## src/rtl/scan_mux.sv

```systemverilog
// Registered N-channel, W-bit multiplexer with manual select and round-robin auto-scan.
// Each lane gates its own channel onto an AND-OR tree; the selected word is registered into y.

module scan_mux_lane #(
  parameter int WIDTH = 8,
  parameter int SEL_W = 2,
  parameter int IDX   = 0
) (
  input  logic [SEL_W-1:0] sel,
  input  logic [WIDTH-1:0] data,
  output logic [WIDTH-1:0] q
);
  assign q = (sel == SEL_W'(IDX)) ? data : '0;
endmodule

module scan_mux #(
  parameter int WIDTH    = 8,
  parameter int CHANNELS = 4,
  parameter int SEL_W    = 2,
  parameter int DWELL    = 4
) (
  input  logic                      clk,
  input  logic                      rst_n,
  input  logic                      en,
  input  logic                      mode,
  input  logic                      load,
  input  logic [SEL_W-1:0]          sel,
  input  logic [CHANNELS*WIDTH-1:0] in_bus,
  output logic [WIDTH-1:0]          y,
  output logic                      y_valid,
  output logic [SEL_W-1:0]          cur_sel,
  output logic                      wrap
);
  localparam int CW = (DWELL > 1) ? $clog2(DWELL) : 1;
  localparam logic [SEL_W-1:0] LAST     = SEL_W'(CHANNELS - 1);
  localparam logic [CW-1:0]    CNT_LAST = CW'(DWELL - 1);

  logic [CHANNELS-1:0][WIDTH-1:0] lane_q;
  logic [WIDTH-1:0]               y_nxt;
  logic [SEL_W-1:0]               sel_c;
  logic [CW-1:0]                  cnt;
  logic                           mode_q;

  for (genvar i = 0; i < CHANNELS; i++) begin : g_lane
    scan_mux_lane #(.WIDTH(WIDTH), .SEL_W(SEL_W), .IDX(i)) u_lane (
      .sel  (cur_sel),
      .data (in_bus[i*WIDTH +: WIDTH]),
      .q    (lane_q[i])
    );
  end

  always_comb begin
    y_nxt = '0;
    for (int i = 0; i < CHANNELS; i++) y_nxt |= lane_q[i];
  end

  // Unused codes above CHANNELS-1 collapse onto the last channel.
  assign sel_c = (sel > LAST) ? LAST : sel;

  always_ff @(posedge clk or negedge rst_n) begin
    if (!rst_n) begin
      y       <= '0;
      y_valid <= 1'b0;
      cur_sel <= '0;
      wrap    <= 1'b0;
      cnt     <= '0;
      mode_q  <= 1'b0;
    end else if (!en) begin
      y_valid <= 1'b0;
      wrap    <= 1'b0;
    end else begin
      y       <= y_nxt;
      y_valid <= 1'b1;
      wrap    <= 1'b0;
      mode_q  <= mode;
      if (!mode) begin
        cnt <= '0;
        if (load) cur_sel <= sel_c;
      end else if (load) begin
        cur_sel <= sel_c;
        cnt     <= '0;
      end else if (!mode_q) begin
        // Entering scan: restart the dwell on whatever channel is current.
        cnt <= '0;
      end else if (cnt == CNT_LAST) begin
        cnt <= '0;
        if (cur_sel == LAST) begin
          cur_sel <= '0;
          wrap    <= 1'b1;
        end else begin
          cur_sel <= cur_sel + 1'b1;
        end
      end else begin
        cnt <= cnt + 1'b1;
      end
    end
  end
endmodule
```

## config.mk

```make
export PLATFORM = sky130hd
export DESIGN_NAME = scan_mux
export DESIGN_NICKNAME = d
export VERILOG_FILES = /design/src/rtl/scan_mux.sv
export SDC_FILE = /design/constraint.sdc
export NUM_CORES = 1
export LEC_CHECK = 0
export ABC_AREA = 0
export CAP_MARGIN = 20
export CELL_PAD_IN_SITES_DETAIL_PLACEMENT = 1
export CELL_PAD_IN_SITES_GLOBAL_PLACEMENT = 1
export CORE_UTILIZATION = 23
export DETAILED_ROUTE_END_ITERATION = 8
export HOLD_SLACK_MARGIN = 0.12
export PLACE_DENSITY = 0.76
export SLEW_MARGIN = 20
export SYNTH_ARGS = -nofsm -noshare
export SYNTH_HDL_FRONTEND = slang
export SYNTH_SLANG_ARGS = --single-unit
```

## constraint.sdc

```tcl
create_clock -name clk -period 1.05 [get_ports clk]
set_input_delay 0.105 -clock clk [delete_from_list [all_inputs] [get_ports clk]]
set_output_delay 0.105 -clock clk [all_outputs]
set_load 0.05 [all_outputs]
```

==> results.cfg <==
[power]
ir_worst_vdd_mv = 1.04
power_uw = 3110
powerDensity_mw_per_mm2 = 1750
leakagePower_uw = 0.000719

[yosys]
synthCells = 78
yosys-top-cells-area = dfrtp_1 (46%), a22oi_1 (15%), ha_1 (7.7%), a31oi_1 (6.1%), mux2i_1 (4.9%)
ys.warnings.count = 0
avgSynthCellArea_sq_um = 10.5
synthesis.area_sq_um = 816
synth-seq-area-share = 0.460
synth_top_cell_by_area = dfrtp_1
synth-seq-cells = 15
synthDistinctLibCells = 18
syn_nets = 122
netlist.area_leader.share = 0.460

[finish]
fin_nets = 189
stdcell_count = 190
mostFrequentLayoutCells = clkdlybuf4s50_1 (38), dfrtp_1 (13), a22oi_2 (12), buf_12 (12), buf_4 (11)
drive_gt1_frac = 0.410
n_fill_cell = 380
diodes = 0
layout_commonest_cell = clkdlybuf4s50_1
synthToLayoutAreaGrowth_pct = 118

[timing]
layout_setup_ws_ns = -0.176
finalCritPeriodShare = 1.17
clock_skew_ns = 0.0113
max_freq_ghz = 0.816
maxSlewHeadroom = 0.802
maxSlewViolCount = 0
rsz0062_at_grt = true
fin_crit_ns = 1.23
finalHoldViolCount = 0
setup_viol = 14
worst_slew_pin_slew_ns = 0.297

[worst_setup_path]
end_kind = flip-flop
cp.arrival_ns = 1.41
critical_path_required_ns = 1.24
path_class = flip-flop to flip-flop
crit_path_start_kind = flip-flop
reg2regPathDepth = 5
worstPathMaxFanout = 6

[place]
place_congestion = 0.737
port-buffer-count = 50
dp_cells = 177
dp_hpwl_um = 2310

[global_route]
grt_max_degree = 18
grt_pass1_wl_um = 4640
overflow = 0
antenna_found_initial = 0
grt_use_total = 0.169
grt_pass1_vias = 905

[routing]
drt-initial-drc-count = 35
vias = 884
wl_per_cell_um = 16.8
drtPass1Iterations = 4
via_per_inst = 4.65
drtAntennaViolNets = 0
drc = 0
finalWirelength_um = 3200

[cts]
tritoncts = done
root_buffer = clkbuf_4
ctsHoldBuffers = 0
cts_max_path_buffers = 2
path_clk_slew_ns = 0.11
htreeDepth = 1
cts_inserted_buffers = 3
clk_latency_ns = 0.30
numClockSinks = 15

[floorplan]
die_h_um = 61.6
ioPinCount = 51
start_util = 0.243
core_sq_mm = 0.00336
fp-row-count = 21
fp.dieW_um = 61.6
die_area_sq_mm = 0.00379

[status]
violations = setup timing
outcome = complete, but fails checks

[hold_path]
min_path_type = input pin to async pin

[job]
maxCapViolations = 0
[flip-flops by register name, summed over array words and instances (netlist names)]
signal and flops:
mode_q 1, y_valid 1, cur_sel 2, cnt 2
y 8, wrap 1
[worst max-delay path, stage by stage (launching register included)]
cell and delay, ns:
dfrtp_2 0.44, buf_6 0.13, ha_4 0.19, buf_6 0.14
a22oi_2 0.13, a31oi_1 0.10
[cell families (layout without fill, tap and decap cells)]
family / after synthesis / count (layout) / synth area share
fa+ha+maj: 5 / 5 / 0.0767
mux: 4 / 4 / 0.0491
flops: 15 / 15 / 0.460
buf+inv: 10 / 76 / 0.0583
simple gates: 16 / 16 / 0.104
compound gates: 28 / 28 / 0.252
[where the power goes]
part           internal [uW]  switching, uW
logic                   1010            898
registers                699            152
clock network            142            213
total                   1850           1260
[repair_timing]
action / in CTS / in global routing
resized for setup: 18 / 13
endpoints found under the setup margin: 13 / 14
pin swaps: 4 / 13
setup buffers: 5 / 5
[through the flow]
| step | cell area [sq um] | hold slack (ns) | utilization | setup WS, ns | setup TNS [ns] |
|---|---|---|---|---|---|
| floorplan | 845 | -0.191 | - | -0.247 | -2.40 |
| global placement | 1540 | 0.447 | 0.458 | -0.194 | -1.80 |
| detailed placement | 1540 | 0.477 | 0.458 | -0.273 | -2.33 |
| CTS | 1710 | 0.146 | 0.508 | -0.173 | -1.54 |
| global route | 1780 | 0.158 | 0.529 | -0.236 | -2.65 |
| finish | 1780 | 0.135 | 0.529 | -0.176 | -1.92 |
[area by class of cell]
cell class                 instances  area (sq um)  share of cell area
clock buffer                       3          22.5              0.0126
clock inverter                     1          5.00             0.00281
inverter                           4          22.5              0.0126
multi-input combinational         53           513               0.288
sequential                        15           378               0.212
tap                               46          57.6              0.0323
timing repair buffer              68           782               0.439
[worst paths after layout]
| kind | from | slack, ns | end |
|---|---|---|---|
| worst max-delay path | cur_sel[0] | -0.18 | y[5] |
| worst min-delay path | rst_n | 0.13 | y[5] |
| worst min register to register | y[3] | 0.59 | y[3] |
| worst max register to register | cur_sel[0] | -0.18 | y[5] |
| min in group clk | sel[1] | 0.44 | cur_sel[1] |
| max in group asynchronous | rst_n | 0.71 | cur_sel[0] |
[Yosys cell counts, drive strengths merged]
master	n
a22oi	16
a31oi	8
and3	1
buf	6
dfrtp	15
ha	5
inv	4
mux2i	4
nand2	2
nand2b	1
nand4	1
nor2	9
nor2b	1
nor4	1
o21ai	3
o41ai	1
[metal layers]
layer  global-route usage  routed length [um]  vias to the layer above
met5                    0                   0                        -
met4               0.0286                  19                        0
met3               0.0252                  83                        2
met2                0.320                1820                       18
met1                0.204                1270                      440
li1                     -                   -                      424
No activity file was read; power rests on OpenSTA's default activity.
